--- src/rtl/tiny_proc_pkg.sv ---
// Shared definitions for the tiny processor load/run sequencer.
// Optional feature macro: LOAD_PARITY_EN (adds a trailing even-parity bit per load frame).
package tiny_proc_pkg;

  localparam int DATA_W_DEF = 8;
  localparam int ADDR_W_DEF = 4;

  // Sequencer states; the encoding is fixed so a bound checker can decode it.
  typedef enum logic [2:0] {
    ST_IDLE  = 3'd0,
    ST_IRECV = 3'd1,
    ST_DRECV = 3'd2,
    ST_RUN   = 3'd3,
    ST_DONE  = 3'd4
  } state_e;

  // Frame width helper: data bits, then address bits, then optional parity bit.
  function automatic int frame_w(input int data_w, input int addr_w, input bit parity);
    return data_w + addr_w + (parity ? 1 : 0);
  endfunction

  localparam int FRAME_W_PLAIN  = frame_w(DATA_W_DEF, ADDR_W_DEF, 1'b0);
  localparam int FRAME_W_PARITY = frame_w(DATA_W_DEF, ADDR_W_DEF, 1'b1);

endpackage

--- src/rtl/frame_deserializer.sv ---
// Serial load frame deserializer: MSB-first shift register, bit counter and
// optional even-parity check (macro LOAD_PARITY_EN). Emits one-cycle
// frame_valid/frame_bad pulses combinationally in the cycle of the last bit.
module frame_deserializer
  import tiny_proc_pkg::*;
#(
  parameter int DATA_W = DATA_W_DEF,
  parameter int ADDR_W = ADDR_W_DEF
) (
  input  logic              clk,
  input  logic              rst_n,
  input  logic              start_in,     // first bit of a new burst: count restarts at 0
  input  logic              shift_in,     // sample bit_in this cycle
  input  logic              bit_in,
  output logic              frame_valid_out,
  output logic              frame_bad_out,
  output logic [DATA_W-1:0] frame_data_out,
  output logic [ADDR_W-1:0] frame_addr_out,
  output logic              bit_cnt_nz_out
);

`ifdef LOAD_PARITY_EN
  localparam int FRAME_W = frame_w(DATA_W, ADDR_W, 1'b1);
`else
  localparam int FRAME_W = frame_w(DATA_W, ADDR_W, 1'b0);
`endif
  localparam int CNT_W = $clog2(FRAME_W);
  localparam logic [CNT_W-1:0] CNT_LAST = CNT_W'(FRAME_W - 1);

  logic [FRAME_W-2:0] shift_q, shift_d;
  logic [CNT_W-1:0]   cnt_q, cnt_d, cnt_base;
  logic [FRAME_W-1:0] frame_full;
  logic               last_bit;
  logic               frame_ok;

  // Shift/count next-state and frame decode for the bit being sampled now.
  always_comb begin
    cnt_base   = start_in ? '0 : cnt_q;
    frame_full = {shift_q, bit_in};
    last_bit   = shift_in && (cnt_base == CNT_LAST);
    shift_d    = shift_q;
    cnt_d      = cnt_base;
    if (shift_in) begin
      shift_d = frame_full[FRAME_W-2:0];
      cnt_d   = last_bit ? '0 : cnt_base + CNT_W'(1);
    end
`ifdef LOAD_PARITY_EN
    frame_ok = ~(^frame_full);
`else
    frame_ok = 1'b1;
`endif
  end

  assign frame_valid_out = last_bit && frame_ok;
  assign frame_bad_out   = last_bit && !frame_ok;
  assign frame_data_out  = frame_full[FRAME_W-1 -: DATA_W];
  assign frame_addr_out  = frame_full[FRAME_W-1-DATA_W -: ADDR_W];
  assign bit_cnt_nz_out  = (cnt_q != '0);

  // Shift register and bit counter; reset drops any partial frame.
  always_ff @(posedge clk or negedge rst_n) begin
    if (!rst_n) begin
      shift_q <= '0;
      cnt_q   <= '0;
    end else begin
      shift_q <= shift_d;
      cnt_q   <= cnt_d;
    end
  end

endmodule

--- src/rtl/mem_load_ctrl.sv ---
// Load/run sequencer: deserializes icache/dcache load frames into one-cycle
// write strobes and gates program execution with a cycle watchdog.
// Optional feature macro: LOAD_PARITY_EN (handled in frame_deserializer).
// Handshake: a write is a single-cycle wen pulse; mem_addr_out/mem_data_out
// are valid in that cycle and hold until the next committed frame.
module mem_load_ctrl
  import tiny_proc_pkg::*;
#(
  parameter int DATA_W = DATA_W_DEF,
  parameter int ADDR_W = ADDR_W_DEF,
  parameter int WDOG_W = 8
) (
  input  logic              clk,
  input  logic              rst_n,
  input  logic              mosi_in,
  input  logic              csi_n_in,
  input  logic              csd_n_in,
  input  logic              run_req_in,
  input  logic              proc_halt_in,
  output logic              imem_wen_out,
  output logic              dmem_wen_out,
  output logic [ADDR_W-1:0] mem_addr_out,
  output logic [DATA_W-1:0] mem_data_out,
  output logic              pc_rst_out,
  output logic              exec_en_out,
  output logic              ready_out,
  output logic              done_out,
  output logic              timeout_out,
  output logic              frame_err_out,
  output logic [ADDR_W:0]   word_cnt_out
);

  localparam logic [ADDR_W:0]   WORD_MAX  = (ADDR_W+1)'(1 << ADDR_W);
  // Last watchdog value still inside RUN; the next step reaches all-ones.
  localparam logic [WDOG_W-1:0] WDOG_LAST = {{(WDOG_W-1){1'b1}}, 1'b0};

  state_e              state_q, state_d;
  logic [WDOG_W-1:0]   wdog_q, wdog_d;
  logic                timeout_q, timeout_d;
  logic                frame_err_q, frame_err_d;
  logic [ADDR_W:0]     word_cnt_q, word_cnt_d;
  logic [ADDR_W-1:0]   addr_q, addr_d;
  logic [DATA_W-1:0]   data_q, data_d;
  logic                imem_wen_q, imem_wen_d;
  logic                dmem_wen_q, dmem_wen_d;

  logic                des_start, des_shift;
  logic                frame_valid, frame_bad, bit_cnt_nz;
  logic [DATA_W-1:0]   frame_data;
  logic [ADDR_W-1:0]   frame_addr;

  frame_deserializer #(
    .DATA_W (DATA_W),
    .ADDR_W (ADDR_W)
  ) u_deser (
    .clk             (clk),
    .rst_n           (rst_n),
    .start_in        (des_start),
    .shift_in        (des_shift),
    .bit_in          (mosi_in),
    .frame_valid_out (frame_valid),
    .frame_bad_out   (frame_bad),
    .frame_data_out  (frame_data),
    .frame_addr_out  (frame_addr),
    .bit_cnt_nz_out  (bit_cnt_nz)
  );

  // Next-state, sticky flags, watchdog and commit logic.
  always_comb begin
    state_d     = state_q;
    wdog_d      = wdog_q;
    timeout_d   = timeout_q;
    frame_err_d = frame_err_q;
    word_cnt_d  = word_cnt_q;
    des_start   = 1'b0;
    des_shift   = 1'b0;
    unique case (state_q)
      ST_IDLE: begin
        if (run_req_in) begin
          state_d   = ST_RUN;
          wdog_d    = '0;
          timeout_d = 1'b0;
        end else if (!csi_n_in || !csd_n_in) begin
          // The entry cycle already samples the first frame bit.
          state_d     = !csi_n_in ? ST_IRECV : ST_DRECV;
          des_start   = 1'b1;
          des_shift   = 1'b1;
          word_cnt_d  = '0;
          frame_err_d = 1'b0;
        end
      end
      ST_IRECV, ST_DRECV: begin
        if ((state_q == ST_IRECV) ? !csi_n_in : !csd_n_in) begin
          des_shift = 1'b1;
        end else begin
          state_d = ST_IDLE;
          if (bit_cnt_nz) frame_err_d = 1'b1;
        end
      end
      ST_RUN: begin
        wdog_d = wdog_q + WDOG_W'(1);
        if (!run_req_in) begin
          state_d = ST_IDLE;
        end else if (proc_halt_in) begin
          state_d = ST_DONE;
        end else if (wdog_q == WDOG_LAST) begin
          state_d   = ST_DONE;
          timeout_d = 1'b1;
        end
      end
      ST_DONE: begin
        if (!run_req_in) state_d = ST_IDLE;
      end
      default: state_d = ST_IDLE;
    endcase
    if (frame_valid && (word_cnt_q != WORD_MAX)) word_cnt_d = word_cnt_q + (ADDR_W+1)'(1);
    if (frame_bad) frame_err_d = 1'b1;
    imem_wen_d = frame_valid && (state_q == ST_IRECV);
    dmem_wen_d = frame_valid && (state_q == ST_DRECV);
    addr_d     = frame_valid ? frame_addr : addr_q;
    data_d     = frame_valid ? frame_data : data_q;
  end

  // FSM state register.
  always_ff @(posedge clk or negedge rst_n) begin
    if (!rst_n) state_q <= ST_IDLE;
    else        state_q <= state_d;
  end

  // Registered datapath, flags and write strobes.
  always_ff @(posedge clk or negedge rst_n) begin
    if (!rst_n) begin
      wdog_q      <= '0;
      timeout_q   <= 1'b0;
      frame_err_q <= 1'b0;
      word_cnt_q  <= '0;
      addr_q      <= '0;
      data_q      <= '0;
      imem_wen_q  <= 1'b0;
      dmem_wen_q  <= 1'b0;
    end else begin
      wdog_q      <= wdog_d;
      timeout_q   <= timeout_d;
      frame_err_q <= frame_err_d;
      word_cnt_q  <= word_cnt_d;
      addr_q      <= addr_d;
      data_q      <= data_d;
      imem_wen_q  <= imem_wen_d;
      dmem_wen_q  <= dmem_wen_d;
    end
  end

  assign imem_wen_out  = imem_wen_q;
  assign dmem_wen_out  = dmem_wen_q;
  assign mem_addr_out  = addr_q;
  assign mem_data_out  = data_q;
  assign timeout_out   = timeout_q;
  assign frame_err_out = frame_err_q;
  assign word_cnt_out  = word_cnt_q;
  assign ready_out     = (state_q == ST_IDLE);
  assign done_out      = (state_q == ST_DONE);
  assign exec_en_out   = (state_q == ST_RUN);
  assign pc_rst_out    = !((state_q == ST_RUN) || (state_q == ST_DONE));

endmodule

--- config.mk ---
export PLATFORM = sky130hd
export DESIGN_NAME = mem_load_ctrl
export DESIGN_NICKNAME = d
export VERILOG_FILES = /design/src/rtl/tiny_proc_pkg.sv /design/src/rtl/frame_deserializer.sv /design/src/rtl/mem_load_ctrl.sv
export SDC_FILE = /design/constraint.sdc
export NUM_CORES = 1
export LEC_CHECK = 0
export ABC_AREA = 1
export CELL_PAD_IN_SITES_DETAIL_PLACEMENT = 1
export CELL_PAD_IN_SITES_GLOBAL_PLACEMENT = 1
export CORE_ASPECT_RATIO = 0.6
export CORE_UTILIZATION = 40
export CTS_CLUSTER_DIAMETER = 120
export DETAILED_ROUTE_END_ITERATION = 6
export GPL_ROUTABILITY_DRIVEN = 0
export GPL_TIMING_DRIVEN = 0
export HOLD_SLACK_MARGIN = 0.12
export PLACE_DENSITY_LB_ADDON = 0.1
export SYNTH_ARGS = -nofsm -noshare
export SYNTH_HDL_FRONTEND = slang
export SYNTH_HIERARCHICAL = 1
export SYNTH_SLANG_ARGS = --single-unit
--- constraint.sdc ---
create_clock -name clk -period 2.45 [get_ports clk]
set_clock_uncertainty 0.05 [all_clocks]
set_input_delay 0.3675 -clock clk [delete_from_list [all_inputs] [get_ports clk]]
set_output_delay 0.3675 -clock clk [all_outputs]
set_load 0.01 [all_outputs]
### After elaboration in Yosys (flattened, before gate mapping)

Cells that the tools add are included.

* logic and storage cells: 88
* register bits after elaboration: 47

* muxes and demuxes: 34
* add/sub/neg operators: 3
* reduce and logical (&&, ||, !) cells: 21
* eq/ne operators: 19

Operator list (number)
* $mux W3: 7
* $mux W5: 4
* $pmux W8 S2: 1
* $ne A2 B2 Y1 const B: 7
* $mux W1: 13
* $mux W4: 3
* $pmux W3 S4: 1
* $reduce_and A5 Y1: 2
* $add A8 B1 Y8 const B: 1
* $eq A8 B8 Y1 const B: 1
* $mux W8: 1
* $reduce_bool A2 Y1: 4
* $eq A3 B2 Y1 const B: 2
* $ne A2 B1 Y1 const B: 3
* $pmux W1 S2: 3
* $add A5 B1 Y5 const B: 1
* $ne A5 B5 Y1 const B: 1
* $add A4 B1 Y4 const B: 1
* $eq A4 B4 Y1 const B: 1
* $logic_and A1 B1 Y1: 4
* $ne A4 B3 Y1 const B: 1
* $reduce_and A4 Y1: 1
* $reduce_bool A4 Y1: 1
* $eq A3 B1 Y1 const B: 1
* 9 further kinds: 12

### Logic depth before layout (Yosys ltp)

Gate-level depths: netlist (run 1).

* depth in word-level cells: 11
* depth in mapped cells: 14

### By module

Netlist (run 1), hierarchy kept.

By module, submodules not included
* mem_load_ctrl: area an instance 1600.3 sq um, seq. area each 800.8 sq um, cells each 200, instances 1
* frame_deserializer: area an instance 686.9 sq um, seq. area each 375.4 sq um, cells each 74, instances 1

### Worst setup path after synthesis (run 1)

No wires, ideal clock.

* kind: reg-to-reg
* from: register state_q[0]
* to: register addr_q[0], in the netlist mem_addr_out[0]
* slack: 308 ps
* cell stages (with the launch flop): 15
* data required time: 2283 ps
* arrival time: 1975 ps
* path buffers: 2
* cell sequence: dfrtp_1 nor2_2 nand2_1 inv_2 nand3_2 nand2_1 buf_6 nand2_4 inv_2 nand2_2 nor3_2 inv_1 clkbuf_1 nand2_1 nand2_1

RTL lines
* from (decl): RTL line mem_load_ctrl.sv:37 `state_e state_q, state_d;`
* from (signal assigned): RTL line mem_load_ctrl.sv:127 `else state_q <= state_d;`
* $logic_not A3 Y1
* via ready_out: RTL line mem_load_ctrl.sv:26 `output logic ready_out,`
* $pmux W1 S2: RTL line mem_load_ctrl.sv:77 `unique case (state_q)`
* via des_shift: RTL line mem_load_ctrl.sv:47 `logic des_start, des_shift;`
* $logic_and A1 B1 Y1: RTL line frame_deserializer.sv:40 `last_bit = shift_in && (cnt_base == CNT_LAST);`
* via frame_valid: RTL line mem_load_ctrl.sv:48 `logic frame_valid, frame_bad, bit_cnt_nz;`
* to (signal assigned): RTL line mem_load_ctrl.sv:146 `addr_q <= addr_d;`
* to (decl): RTL line mem_load_ctrl.sv:42 `logic [ADDR_W-1:0] addr_q, addr_d;`

The timed path passes the listed nets, and every way through them passes these cells.
A chain may end at the register's enable or synchronous reset.

### Worst setup path after layout (run 1)

* from: register state_q[1]
* to: register data_q[3], in the netlist mem_data_out[3]

* word-level cells in the longest chain between the ends: 5

RTL lines
* $eq A3 B1 Y1: RTL line mem_load_ctrl.sv:77, mem_load_ctrl.sv:93
* $mux W1 (2 in a row): RTL line mem_load_ctrl.sv:93 `if ((state_q == ST_IRECV) ? !csi_n_in : !csd_n_in) begin`
* $pmux W1 S2 *: RTL line mem_load_ctrl.sv:77
* via des_shift: RTL line mem_load_ctrl.sv:47
* $logic_and A1 B1 Y1 *: RTL line frame_deserializer.sv:40
* via frame_valid: RTL line mem_load_ctrl.sv:48
* to (signal assigned): RTL line mem_load_ctrl.sv:147 `data_q <= data_d;`
* to (decl): RTL line mem_load_ctrl.sv:43 `logic [DATA_W-1:0] data_q, data_d;`

Mark *: on every way through the listed nets, which the timed path passes. The rest lies on a longest branch.

==> results of run 1 <==
[what timing repair did]
item / CTS / global route
hold buffers: 1 / 0
hold endpoints to repair: 21 / 0
resized for setup: 7 / 14
cloned: 0 / 0
setup buffers: 0 / 12
endpoints found under the setup margin: 17 / 17
pin swaps: 0 / 4
[worst max-delay path, stage by stage (launching register included)]
cell      delay (ps)
dfrtp_2          480
inv_1            150
nand3_1          120
nand2_1          100
nand3_2          120
nand2_2           90
buf_6            120
nand2_4           60
inv_2             80
nand2_2           90
nor3_4           320
clkbuf_2         310
nand2_1          100
nand2_1           80
[layout by cell type, fill, tap and decap left out, types with 2 or more instances in the layout]
cell type	Yosys	final
nand2_1	85	83
dfrtp_1	47	44
clkdlybuf4s50_1	0	29
inv_1	31	28
nor2_1	18	18
nand3_1	16	16
buf_4	3	15
o21ai_1	13	13
a21oi_1	9	9
o21ai_0	8	8
inv_2	5	7
nand3_2	6	5
clkbuf_8	0	5
nand2_2	3	4
ha_1	4	4
buf_6	3	3
nand4_1	3	3
nor2_2	4	3
dfrtp_2	0	3
nand2_4	1	2
nor2_4	1	2
xnor2_1	2	2
bufinv_16	0	2
[kinds of logic after synthesis]
logic type	Yosys count	share of synthesized area (%)
XOR/XNOR	2	0.7660
AND/OR/NAND/NOR	142	28.39
other	1	0.1640
multiplexers	1	0.4923
buffers and inverters	44	8.698
flip-flops	47	51.42
adder cells (fa/ha/maj)	4	2.188
AO/OA/AOI/OAI	33	7.877
[state kept, by name, indices dropped and copies added, names as in the netlist, 3 cells and up]
signal / cells
wdog_q: 8
mem_addr_out: 4
word_cnt_out: 5
u_deser/shift_q: 11
u_deser/cnt_q: 4
mem_data_out: 8
state_q: 3
[worst paths after layout]
| kind | start | slack, ps | end | cells after the start |
|---|---|---|---|---|
| worst max-delay path | state_q[1] | 110 | mem_data_out[3] | 13 |
| worst min-delay path | run_req_in | 420 | state_q[2] | 3 |
| worst max register to register | state_q[1] | 110 | mem_data_out[3] | 13 |
| worst min register to register | mem_addr_out[2] | 430 | mem_addr_out[2] | 2 |
| max in group asynchronous | rst_n | 1310 | u_deser/cnt_q[0] | 3 |
| min in group asynchronous | rst_n | 510 | timeout_out | 2 |
[stage by stage]
step	instances	worst slack (ps)	instance area, um2	hold slack (ps)	setup TNS [ps]
finish	404	109.6	2998	420.0	0
detailed placement	383	-476.0	2709	315.6	-6585
CTS	392	18.03	2868	432.9	0
floorplan	274	308.3	2287	21.91	0
global route	404	-30.47	2998	442.9	-147.9
global placement	382	-427.1	2694	403.9	-23940
[cell type report]
class,count,area (um2)
timing repair buffer,45,427.9
buffer,8,76.32
inverter,36,137.6
tap,77,96.34
sequential,47,1180
multi-input combinational,183,947.2
clock inverter,2,60.06
fill,634,2282
clock buffer,6,72.57
[routing by layer]
metal	GRT usage (%)	up-vias
li1	-	957
met4	4.412	0
met2	33.04	45
met5	0	-
met3	4.147	7
met1	29.36	954
[power groups by stage]
stage	clock network [mW]	logic, mW	registers, mW
2_1_floorplan	0	0.836	1.26
3_3_place_gp	0	1.31	1.24
3_5_place_dp	0	1.35	1.26
4_1_cts	0.680	1.38	1.25
5_1_grt	0.719	1.69	1.30
6_report	0.673	1.54	1.27
==> impl_results.md, run 1 <==
- Mapped Area: about 2300 um2
- Vias in the first global route: 1,893
- Initial Utilization: 43.32%
- List of most frequent post-synthesis cells: 85 x nand2_1, 47 x dfrtp_1, 31 x inv_1, 18 x nor2_1, 16 x nand3_1
- CP Max Fanout: 10
- CP required: ~2600 ps
- First-pass GRT wire length: between 9000 and 10,000 um
- Pwr Total: 3.482 mW
- Worst Max-Slew Pin Slew: between 500 and 600 ps
- Final Hold Violating Endpoints: 0
- Setup CP Type: reg2reg
- Site Rows: 20
- Crit path time final: 2340 ps
- Clk pwr share: 19.3%
- # H-tree levels: 2
- Area delta synth->final: 31.07%
- Leading area contributor after synthesis: dfrtp_1
- Antenna Nets Post-Route: 0
- Reg clk slew, reported paths: 90 ps
- Drt drc: 0
- CTS Buffer Depth: 2
- Vias per cell: 4.859
- Yosys reg bits: 47
- Peak supply drop: 0.0005335 V
- Post-synth cell types: 29
- Mapped Nets: 285
- DR vias: just under 2,000
- Die H: 60.58 um
- Die W: roughly 100 um
- Clock Sinks: 47
- Status: finished clean
- Fmax: 427.3 MHz
- Grt total ovfl: 0
- Yosys warning total: 6
- Async set-reset flop share out of synthesis: 100.0%
- Skew-Pair Late Insertion Delay: 300 ps
- HP Class: in2reg
- Iter 0 DRT Violations: 61
- DP Wirelength: 4124 um
- Initial antenna violation count: 0
- Core outline area: 5280 um2
- Seq/Total Area, Yosys: 51.42%
- I/O pin cnt: 32
- Number of detailed-route iterations in the first pass: 4
- Setup violators final: 0
- Synth Instances: 274
- Clock tree root buffer cell: clkbuf_8
- Top-count cell post-synth: nand2_1
- Avg WL per Cell: around 15 um
- Yosys top cell area share: 51.42%
- Top sig layer: met4
- Startpoint types: flip-flop
- EDFF count, synth: 0
- Total track usage: around a fifth
- Reg power frac: 36.5%
- Post-Route WL: about 6100 um
- Max-slew headroom: 66.06%
- Largest net degree at the start of global routing: 27
- Pwr Density: 1162 nW/um2
- Post-synth top flop: dfrtp_1
- Tcrit/Tclk final: 95.53%
- Switch Pwr: 1.353 mW
- Internal: around 2.1 mW
- Avg Inst Size Synth: between 8 and 9 um2
- Layout cells sized above 1: 19.57%
- Synth area leaders: dfrtp_1 51%, nand2_1 14%, inv_1 5.1%
- Max capacitance violation total: 0
- Critical path arrival: between 2000 and 3000 ps
- Final Core Density: 56.78%
- Part of the power in combinational logic: 44.1%
- Num CTS Buffers: 5
- CTS tree: yes
- M1 WL: 3114 um
- Ant diodes: 0
- Met3 WL: 217 um
- Port Buf Inserts: 31
- Sw Share: 38.87%
- Nets: 337
- P_leak: approximately 1.5 nW
- Slew Viols, Final: 0
- Die area: around 6000 um2
- Met2 wire length: 2722 um
- CP endpoint kind: flip-flop
Power figures use the tool's default switching activity.
==> inputs of run 2 (changes only) <==
CAP_MARGIN = 20   (was unset)
==> results of run 2 <==
Final layout, timing and power as in run 1 (identical DEF).
